## config.mk

```make
export PLATFORM = sky130hd
export DESIGN_NAME = dma_rr_arbiter_flat
export DESIGN_NICKNAME = d
export VERILOG_FILES = /design/src/rtl/dma_rr_arbiter_if.sv /design/src/rtl/dma_rr_arbiter.sv /design/src/flat_wrapper.sv
export SDC_FILE = /design/constraint.sdc
export NUM_CORES = 1
export LEC_CHECK = 0
export BUFFER_PORTS_ARGS = -buffer_cell sky130_fd_sc_hd__buf_2
export CAP_MARGIN = 20
export CORE_AREA = 2 2 129 131
export DETAILED_ROUTE_END_ITERATION = 10
export DIE_AREA = 0 0 131 133
export PLACE_DENSITY = 0.65
export SLEW_MARGIN = 20
export SYNTH_ARGS = -nofsm -noshare
export SYNTH_HDL_FRONTEND = slang
export SYNTH_SLANG_ARGS = --single-unit
export TNS_END_PERCENT = 30
```

## constraint.sdc

```tcl
create_clock -name clk -period 3 [get_ports clk]
set_input_delay 0.3 -clock clk [delete_from_list [all_inputs] [get_ports clk]]
set_output_delay 0.3 -clock clk [all_outputs]
set_load 0.005 [all_outputs]
```

## src/rtl/dma_rr_arbiter_if.sv

```systemverilog
// Bundle of the client-side and bridge-side signals of the DMA round-robin
// arbiter.
//   master : arbiter view. It takes the client strobes, addresses and write
//            data plus the bridge ack/read data. It drives the client
//            ack/err/read data, the bridge request bus and the timeout count.
//   slave  : environment view (clients plus bridge), with every direction
//            flipped.
// Client i owns caddr[32i+31:32i] and cwdata[16i+15:16i].
interface dma_rr_arbiter_if #(
  parameter int N = 4
);
  logic [N-1:0]    creq;
  logic [N-1:0]    cwr;
  logic [32*N-1:0] caddr;
  logic [16*N-1:0] cwdata;
  logic [N-1:0]    cack;
  logic [15:0]     crdata;
  logic [N-1:0]    cerr;
  logic            memreq;
  logic            memwr;
  logic [31:0]     memaddr;
  logic [15:0]     memwdata;
  logic            memack;
  logic [15:0]     memrdata;
  logic [7:0]      tmocnt;

  modport master (
    input  creq, cwr, caddr, cwdata, memack, memrdata,
    output cack, crdata, cerr, memreq, memwr, memaddr, memwdata, tmocnt
  );

  modport slave (
    output creq, cwr, caddr, cwdata, memack, memrdata,
    input  cack, crdata, cerr, memreq, memwr, memaddr, memwdata, tmocnt
  );
endinterface

```

## src/rtl/dma_rr_arbiter.sv

```systemverilog
// Round-robin arbiter that shares the single 16-bit peripheral memory port of
// the AXI DMA bridge between N single-word DMA clients. It keeps one bridge
// transaction outstanding at a time, returns the ack and read data to the
// issuer, and forces completion (with cerr) if the bridge does not answer
// within TMO cycles.
// Ports:
//   clk  : clock
//   rst  : asynchronous active-high reset
//   bus  : dma_rr_arbiter_if.master
//          (client creq/cwr/caddr/cwdata in, cack/cerr/crdata out;
//           bridge memreq/memwr/memaddr/memwdata out, memack/memrdata in;
//           tmocnt out)
module dma_rr_arbiter #(
  parameter int N   = 4,
  parameter int TMO = 1023
) (
  input  logic                clk,
  input  logic                rst,
  dma_rr_arbiter_if.master    bus
);

  localparam int             LW    = $clog2(N);
  localparam logic [9:0]     TMO_W = 10'(TMO);
  localparam logic [N-1:0]   ONE   = {{(N-1){1'b0}}, 1'b1};

  typedef enum logic {IDLE, WAIT} state_t;

  state_t          state_q, state_d;
  logic [N-1:0]    pend_q, pend_d;
  logic [LW-1:0]   last_q, last_d;
  logic [LW-1:0]   gnt_q, gnt_d;
  logic [9:0]      cnt_q, cnt_d;
  logic            memreq_q, memreq_d;
  logic            memwr_q, memwr_d;
  logic [31:0]     memaddr_q, memaddr_d;
  logic [15:0]     memwdata_q, memwdata_d;
  logic [N-1:0]    cack_q, cack_d;
  logic [N-1:0]    cerr_q, cerr_d;
  logic [15:0]     crdata_q, crdata_d;
  logic [7:0]      tmocnt_q, tmocnt_d;

  logic [N-1:0]    elig;
  logic            found;
  logic [LW-1:0]   sel;
  logic [LW-1:0]   idx;
  logic [31:0]     sel_addr;
  logic [15:0]     sel_wdata;
  logic            sel_wr;
  logic [N-1:0]    gnt_oh;
  logic            tmo_hit;

  // A strobe may win in the cycle it arrives; the scan starts just past the
  // last client served, so the most recent winner has the lowest priority.
  always_comb begin
    elig  = pend_q | bus.creq;
    found = 1'b0;
    sel   = '0;
    idx   = '0;
    for (int k = 1; k <= N; k++) begin
      idx = LW'((int'(last_q) + k) % N);
      if (!found && elig[idx]) begin
        found = 1'b1;
        sel   = idx;
      end
    end
  end

  always_comb begin
    sel_addr  = '0;
    sel_wdata = '0;
    sel_wr    = 1'b0;
    for (int i = 0; i < N; i++) begin
      if (sel == LW'(i)) begin
        sel_addr  = bus.caddr[32*i +: 32];
        sel_wdata = bus.cwdata[16*i +: 16];
        sel_wr    = bus.cwr[i];
      end
    end
  end

  assign gnt_oh  = ONE << gnt_q;
  assign tmo_hit = (cnt_q == TMO_W);

  // State register
  always_ff @(posedge clk or posedge rst) begin
    if (rst) state_q <= IDLE;
    else     state_q <= state_d;
  end

  // Next-state logic
  always_comb begin
    state_d = state_q;
    case (state_q)
      IDLE:    if (found) state_d = WAIT;
      WAIT:    if (bus.memack || tmo_hit) state_d = IDLE;
      default: state_d = IDLE;
    endcase
  end

  // Output and datapath next-state logic
  always_comb begin
    // The in-flight client cannot re-post until its own ack.
    pend_d     = pend_q | (bus.creq & ((state_q == WAIT) ? ~gnt_oh : {N{1'b1}}));
    last_d     = last_q;
    gnt_d      = gnt_q;
    cnt_d      = cnt_q;
    memreq_d   = 1'b0;
    memwr_d    = memwr_q;
    memaddr_d  = memaddr_q;
    memwdata_d = memwdata_q;
    cack_d     = '0;
    cerr_d     = '0;
    crdata_d   = crdata_q;
    tmocnt_d   = tmocnt_q;
    case (state_q)
      IDLE: begin
        // A memack seen here is a late reply to a timed-out request; ignored.
        if (found) begin
          gnt_d       = sel;
          memaddr_d   = sel_addr;
          memwdata_d  = sel_wdata;
          memwr_d     = sel_wr;
          memreq_d    = 1'b1;
          pend_d[sel] = 1'b0;
          cnt_d       = '0;
        end
      end
      WAIT: begin
        cnt_d = cnt_q + 10'd1;
        // A real ack beats a timeout landing in the same cycle.
        if (bus.memack) begin
          cack_d   = gnt_oh;
          crdata_d = bus.memrdata;
          last_d   = gnt_q;
        end else if (tmo_hit) begin
          cack_d   = gnt_oh;
          cerr_d   = gnt_oh;
          crdata_d = '0;
          last_d   = gnt_q;
          if (tmocnt_q != 8'hFF) tmocnt_d = tmocnt_q + 8'd1;
        end
      end
      default: ;
    endcase
  end

  always_ff @(posedge clk or posedge rst) begin
    if (rst) begin
      pend_q     <= '0;
      last_q     <= LW'(N - 1);
      gnt_q      <= '0;
      cnt_q      <= '0;
      memreq_q   <= 1'b0;
      memwr_q    <= 1'b0;
      memaddr_q  <= '0;
      memwdata_q <= '0;
      cack_q     <= '0;
      cerr_q     <= '0;
      crdata_q   <= '0;
      tmocnt_q   <= '0;
    end else begin
      pend_q     <= pend_d;
      last_q     <= last_d;
      gnt_q      <= gnt_d;
      cnt_q      <= cnt_d;
      memreq_q   <= memreq_d;
      memwr_q    <= memwr_d;
      memaddr_q  <= memaddr_d;
      memwdata_q <= memwdata_d;
      cack_q     <= cack_d;
      cerr_q     <= cerr_d;
      crdata_q   <= crdata_d;
      tmocnt_q   <= tmocnt_d;
    end
  end

  assign bus.memreq   = memreq_q;
  assign bus.memwr    = memwr_q;
  assign bus.memaddr  = memaddr_q;
  assign bus.memwdata = memwdata_q;
  assign bus.cack     = cack_q;
  assign bus.cerr     = cerr_q;
  assign bus.crdata   = crdata_q;
  assign bus.tmocnt   = tmocnt_q;

endmodule

```

## src/flat_wrapper.sv

```systemverilog
// flat-port wrapper written by rule: the top's interface ports become plain ports
module dma_rr_arbiter_flat 
#(
  parameter int N   = 4,
  parameter int TMO = 1023
)
  (clk, rst, bus_creq, bus_cwr, bus_caddr, bus_cwdata, bus_memack, bus_memrdata, bus_cack, bus_crdata, bus_cerr, bus_memreq, bus_memwr, bus_memaddr, bus_memwdata, bus_tmocnt);
  dma_rr_arbiter_if #(.N(N)) bus_i ();
  input  logic clk;
  input  logic rst;
  input wire logic [$bits(bus_i.creq)-1:0] bus_creq;
  input wire logic [$bits(bus_i.cwr)-1:0] bus_cwr;
  input wire logic [$bits(bus_i.caddr)-1:0] bus_caddr;
  input wire logic [$bits(bus_i.cwdata)-1:0] bus_cwdata;
  input wire logic [$bits(bus_i.memack)-1:0] bus_memack;
  input wire logic [$bits(bus_i.memrdata)-1:0] bus_memrdata;
  output wire logic [$bits(bus_i.cack)-1:0] bus_cack;
  output wire logic [$bits(bus_i.crdata)-1:0] bus_crdata;
  output wire logic [$bits(bus_i.cerr)-1:0] bus_cerr;
  output wire logic [$bits(bus_i.memreq)-1:0] bus_memreq;
  output wire logic [$bits(bus_i.memwr)-1:0] bus_memwr;
  output wire logic [$bits(bus_i.memaddr)-1:0] bus_memaddr;
  output wire logic [$bits(bus_i.memwdata)-1:0] bus_memwdata;
  output wire logic [$bits(bus_i.tmocnt)-1:0] bus_tmocnt;
  assign bus_i.creq = bus_creq;
  assign bus_i.cwr = bus_cwr;
  assign bus_i.caddr = bus_caddr;
  assign bus_i.cwdata = bus_cwdata;
  assign bus_i.memack = bus_memack;
  assign bus_i.memrdata = bus_memrdata;
  assign bus_cack = bus_i.cack;
  assign bus_crdata = bus_i.crdata;
  assign bus_cerr = bus_i.cerr;
  assign bus_memreq = bus_i.memreq;
  assign bus_memwr = bus_i.memwr;
  assign bus_memaddr = bus_i.memaddr;
  assign bus_memwdata = bus_i.memwdata;
  assign bus_tmocnt = bus_i.tmocnt;
  dma_rr_arbiter #(.N(N), .TMO(TMO)) u_core (.clk(clk), .rst(rst), .bus(bus_i));
endmodule
```

=== Word-level counts from Yosys, hierarchy flattened ===
Index checks and enable logic that the tools add are counted.
Widths: inputs -> output; s select.

* Register bits after elaboration: 101
* Input port bits: 219
* Output and inout bits: 82
* Logic and storage cells: 101

* Add/subtract/negate cells: 6
* $lt $le $gt $ge: 6
* Eq/ne operators: 6
* Shift operators: 1
* Mux-type cells: 48
* Bitwise logic cells: 8
* Reductions and logical operators: 13

{| class="wikitable"
|+ Operators by type and width
! cell !! count
|-
| $mux 32 || 4
|-
| $mux 16 || 6
|-
| $mux 4 || 8
|-
| $pmux 10 s2 || 1
|-
| $mux 1 || 16
|-
| $lt 2x3->1 const B || 5
|-
| $mux 2 || 6
|-
| $add 10x1->10 const B || 1
|-
| $eq 10x10->1 const B || 1
|-
| $mux 10 || 1
|-
| $add 8x1->8 const B || 1
|-
| $and 4x4->4 || 2
|-
| $bmux 1 s2 || 4
|-
| $ne 8x8->1 const B || 1
|-
| $not 4->4 || 2
|-
| $or 4x4->4 || 2
|-
| $add 2x1->2 const B || 2
|-
| $add 2x2->2 const B || 2
|-
| $eq 2x2->1 const B || 2
|-
| $logic_and 1x1->1 || 4
|-
| $reduce_and 2->1 || 2
|-
| $reduce_and 4->1 || 1
|-
| $shl 1x2->4 const A || 1
|-
| $logic_not 1->1 || 3
|-
| other kinds (9) || 10
|}

=== Logic depth before layout (Yosys ltp) ===
* Depth in word-level cells: 21
* Depth in mapped cells: 9
* Gate-level depth less buffers: 7

=== Worst setup path before layout ===
Ideal clock, no wire load.

* Kind: reg2reg
* Start: reg u_core.last_q[0]
* End: reg u_core.memaddr_q[0] (netlist: u_core.bus.memaddr[0])
* Setup time: 0.094 ns
* Arrival time: 1.805 ns
* Data required time: 2.906 ns
* Slack: 1.101 ns
* Stages on the path, launching flop included: 8
* Path buffers: 2
* Period minus slack after synthesis: 1.899 ns
* Path through: dfstp_2 -> buf_2 -> o21bai_1 -> nor2_1 -> o31ai_4 -> buf_6 -> a221oi_1 -> a221oi_2

* Cells in the longest elaborated chain, start to end: 18
* Elaborated cells on any way between the ends: 35
* Those cells by class: add/sub (4); eq/ne (3); mux (20); reduce/logical (8)

{| class="wikitable"
|+ Ends and longest elaborated chain
! item !! RTL line !! text
|-
| start: declaration || dma_rr_arbiter.sv:30 || <nowiki>logic [LW-1:0] last_q, last_d;</nowiki>
|-
| start signal: assignment || dma_rr_arbiter.sv:150 || <nowiki>last_q <= LW'(N - 1);</nowiki>
|-
| start signal: assignment || dma_rr_arbiter.sv:163 || <nowiki>last_q <= last_d;</nowiki>
|-
| $add 2x1->2 || dma_rr_arbiter.sv:60 || <nowiki>idx = LW'((int'(last_q) + k) % N);</nowiki>
|-
| $bmux 1 s2 || dma_rr_arbiter.sv:61 || <nowiki>if (!found && elig[idx]) begin</nowiki>
|-
| $mux 1 (not written as such) || dma_rr_arbiter.sv:61 ||
|-
| $mux 1 || dma_rr_arbiter.sv:61 ||
|-
| $logic_not 1->1 || dma_rr_arbiter.sv:61 ||
|-
| $logic_and 1x1->1 || dma_rr_arbiter.sv:61 ||
|-
| $mux 1 || dma_rr_arbiter.sv:61 ||
|-
| $logic_not 1->1 || dma_rr_arbiter.sv:61 ||
|-
| $logic_and 1x1->1 || dma_rr_arbiter.sv:61 ||
|-
| $mux 1 || dma_rr_arbiter.sv:61 ||
|-
| $logic_not 1->1 || dma_rr_arbiter.sv:61 ||
|-
| $logic_and 1x1->1 || dma_rr_arbiter.sv:61 ||
|-
| $mux 2 || dma_rr_arbiter.sv:61 ||
|-
| $logic_not 2->1 || dma_rr_arbiter.sv:73 || <nowiki>if (sel == LW'(i)) begin</nowiki>
|-
| $mux 32 (4 in series) || dma_rr_arbiter.sv:73 ||
|-
| end signal: assignment || dma_rr_arbiter.sv:168 || <nowiki>memaddr_q <= memaddr_d;</nowiki>
|-
| end: declaration || dma_rr_arbiter.sv:35 || <nowiki>logic [31:0] memaddr_q, memaddr_d;</nowiki>
|}

Several ways; a longest one is shown, not always the timed one. The select of a mux whose other input is x is not followed.
A chain may end at the register's enable or synchronous reset.

=== Worst setup path after layout ===
* Start: reg u_core.pend_q[0]
* End: reg u_core.memaddr_q[30] (netlist: u_core.bus.memaddr[30])

* Cells in the longest elaborated chain, start to end: 18
* Elaborated cells on any way between the ends: 32
* Those cells by class: eq/ne (3); mux (20); bitwise (1); reduce/logical (8)

{| class="wikitable"
|+ Ends and longest elaborated chain
! item !! RTL line !! text
|-
| start: declaration || dma_rr_arbiter.sv:29 || <nowiki>logic [N-1:0] pend_q, pend_d;</nowiki>
|-
| start signal: assignment || dma_rr_arbiter.sv:162 || <nowiki>pend_q <= pend_d;</nowiki>
|-
| $or 4x4->4 * || dma_rr_arbiter.sv:55 || <nowiki>elig = pend_q | bus.creq;</nowiki>
|-
| $bmux 1 s2 || dma_rr_arbiter.sv:61 ||
|-
| $mux 1 (not written as such) || dma_rr_arbiter.sv:61 ||
|-
| $mux 1 || dma_rr_arbiter.sv:61 ||
|-
| $logic_not 1->1 || dma_rr_arbiter.sv:61 ||
|-
| $logic_and 1x1->1 || dma_rr_arbiter.sv:61 ||
|-
| $mux 1 || dma_rr_arbiter.sv:61 ||
|-
| $logic_not 1->1 || dma_rr_arbiter.sv:61 ||
|-
| $logic_and 1x1->1 || dma_rr_arbiter.sv:61 ||
|-
| $mux 1 || dma_rr_arbiter.sv:61 ||
|-
| $logic_not 1->1 || dma_rr_arbiter.sv:61 ||
|-
| $logic_and 1x1->1 || dma_rr_arbiter.sv:61 ||
|-
| $mux 2 || dma_rr_arbiter.sv:61 ||
|-
| $logic_not 2->1 || dma_rr_arbiter.sv:73 ||
|-
| $mux 32 (4 in series) || dma_rr_arbiter.sv:73 ||
|}

Every way passes the cells marked *; elsewhere a longest branch is shown, timed or not. The select of a mux whose other input is x is not followed.

==> results.cfg <==
[critical_path]
path_max_fanout = 34
cpPeakStageDelay_ns = 0.70
slowest_stage = o221a_2
crit_family = compound AO/OA/AOI/OAI gates
worstPathCellList = o41ai_4, buf_4, o221a_2, buf_4, nand2_1, a21oi_1, a221o_1
endpoint_kind = flip-flop
arrival_ns = 2.70
cp_common_cell = buf_4
path_class = reg -> reg
required_ns = 3.30
start_kind = flip-flop
path_buf_inv = 2

[timing]
relSlewSlack_pct = 49.5
finalSetupViolCount = 0
hold_slack_ns = 0.154
hold_violations = 0
post-route-period-util_pct = 80.0
fmax_mhz = 417
fin_worst_skew_ns = 0.00856
maxSlewViolCount = 0
min_period_ns = 2.40
rsz0062_at_grt = false
finalSetupTns_ns = 0
tightest_slew_ns = 0.757

[yosys]
ys_types = 55
synth_area_leaders = dfrtp_1 (45%), nand2_1 (12%), a221o_1 (5.3%), a221oi_1 (4.3%), a21oi_1 (3.7%)
synth-seq-cells = 101
ys_warn_count = 0
syn_area_um2 = 5470
avgSynthCellArea_um2 = 8.90
yosysTopAreaCell = dfrtp_1
yosysTopAreaCellShare_pct = 45.3
synthCells = 615
ys_async_sr_fraction_pct = 100
synth_edf_count = 0
seq_area_frac_synth_pct = 46.2
synth_ff_type = dfrtp_1
synthesis.nets = 836
synth_most_common_cell = nand2_1
ys_top_cells_by_count = nand2_1 (178), dfrtp_1 (99), nor2_1 (44)

[global_route]
grtUsageTotal_pct = 20.2
grt_pass1_wl_um = 27600
grt_max_degree = 64
antenna_found_initial = 1
overflow = 0
grt_pass1_vias = 5561

[power_and_ir_drop]
p_sw_share_pct = 40.6
finalPower_uw = 6460
p_sw_uw = 2620
combPwrFrac_pct = 47.1
power_leakage_uw = 0.00387
pwr-share-seq_pct = 33.0
clkPwrFrac_pct = 19.8
power_density_nw_per_um2 = 853
peakVddDrop_v = 0.000466
intPower_uw = 3830

[route]
dr.pass1.iters = 5
vias_per_cell = 5.00
wire_per_inst_um = 15.5
num_vias = 5653
drt_iter0_drc = 207
antenna_left = 0
drc = 0
routed_wl_um = 17500

[final_layout]
drive_above_1_share_pct = 40.9
fin_cells = 1130
fin_nets = 1125
fin_area_um2 = 7570
area_growth_pct = 38.3

[floorplan]
die_h_um = 133
io_pins = 301
coreArea_um2 = 16200
start_util_pct = 33.8
rows = 47
die-area_um2 = 17400
die_w_um = 131

[cts]
cts-resized-gates = 0
cts_tree = built
htreeDepth = 3
cts_setup_buffers = 0
cts_buffers = 9
cts_sinks = 101
cts_buffer_depth = 2
clk_pin_slew_ns = 0.08
cts_root_buf = clkbuf_16
clock_latency_ns = 0.36

[placed_design]
numPortBuffers = 300
place_area_um2 = 7240
place_inst = 1112
gp_congestion = 0.861
post-dp-hpwl_um = 13000

[min_path]
hold_class = in -> reg

[flow_run]
cap_violations = 0

[outcome]
status = completed
## sequential cells by signal (all words and copies together) (netlist names)
name                 flops
u_core.state_q           1
u_core.bus.memaddr      32
u_core.bus.cerr          4
u_core.bus.crdata       16
u_core.bus.tmocnt        8
u_core.bus.cack          4
u_core.cnt_q            10
u_core.bus.memwdata     16
u_core.pend_q            4
u_core.last_q            2
u_core.bus.memwr         1
u_core.bus.memreq        1
u_core.gnt_q             2
## per-stage QoR
stage          util, %  worst slack [ns]
5_1_grt           46.8             0.450
2_1_floorplan        -            0.0562
6_report          46.8             0.600
4_1_cts           46.8             0.612
3_5_place_dp      44.8             0.618
3_3_place_gp      44.8             0.688
## final cells by class
type | count | area (um2)
fill | 1579 | 8600
multi-input combinational | 444 | 2650
sequential | 101 | 2530
timing repair buffer | 322 | 1690
tap | 220 | 275
clock buffer | 10 | 239
inverter | 26 | 100
clock inverter | 6 | 83.8
antenna | 1 | 2.50
## per-layer routing
layer  up-vias  routed length, um  global-route usage (%)
met5         -                  0                       0
li1       2775                  -                       -
met3        35               1070                    4.57
met2       219               8500                    33.6
met1      2624               7310                    24.8
met4         0                600                    8.69
## cell usage in the layout (no fill, tap or decap), types with 3 or more instances in the layout
master / netlist / layout
buf_2: 23 / 300
nand2_1: 178 / 178
dfrtp_1: 99 / 99
nor2_1: 44 / 43
a21oi_1: 40 / 40
a221o_1: 29 / 29
a221oi_1: 27 / 27
inv_1: 25 / 24
buf_4: 2 / 19
a22o_1: 18 / 18
a221oi_2: 11 / 11
o21ai_0: 10 / 10
nand3_1: 9 / 9
clkbuf_16: 0 / 9
nor3_1: 8 / 7
xor2_1: 7 / 7
nand4_1: 5 / 5
o21a_1: 4 / 4
mux2_2: 4 / 4
inv_8: 0 / 4
nor4_1: 3 / 3
nor2b_1: 3 / 3
nand3b_1: 3 / 3
mux2i_1: 3 / 3
## cells by family (layout without fill, tap and decap cells)
kind of cell	after synthesis	in the layout	synth area share, %
AND/OR/NAND/NOR	269	269	20.6
AO/OA/AOI/OAI	158	158	24.2
flip-flops	101	101	46.2
buffers and inverters	70	364	5.87
XOR/XNOR	8	8	1.28
multiplexers	7	7	1.37
adder cells (fa/ha/maj)	2	2	0.457
other	0	1	0
## power groups by stage
| stage | clock network, uW | registers (uW) | logic [uW] |
|---|---|---|---|
| after floorplan | 0 | 2080 | 2020 |
| after global placement | 0 | 2150 | 3040 |
| after detailed placement | 0 | 2150 | 3080 |
| after CTS | 1320 | 2130 | 3080 |
| after global routing | 1370 | 2200 | 3410 |
| final | 1280 | 2130 | 3040 |
## final timing paths
check	startpoint	endpoint	slack, ns	cells after the start
worst max-delay path	u_core.pend_q[0]	u_core.bus.memaddr[30]	0.60	7
worst min-delay path	bus_memrdata[15]	u_core.bus.crdata[15]	0.15	2
worst max register to register	u_core.pend_q[0]	u_core.bus.memaddr[30]	0.60	7
worst min register to register	u_core.bus.tmocnt[6]	u_core.bus.tmocnt[6]	0.49	1
max in group asynchronous	rst	u_core.last_q[0]	1.70	4
min in group asynchronous	rst	u_core.bus.memaddr[30]	0.54	3
## what timing repair did
action / in CTS / in global routing
endpoints found under the hold margin: 7 / 0
setup endpoints to repair: 0 / 0
hold buffers: 1 / 0
Power figures use the tool's default switching activity.
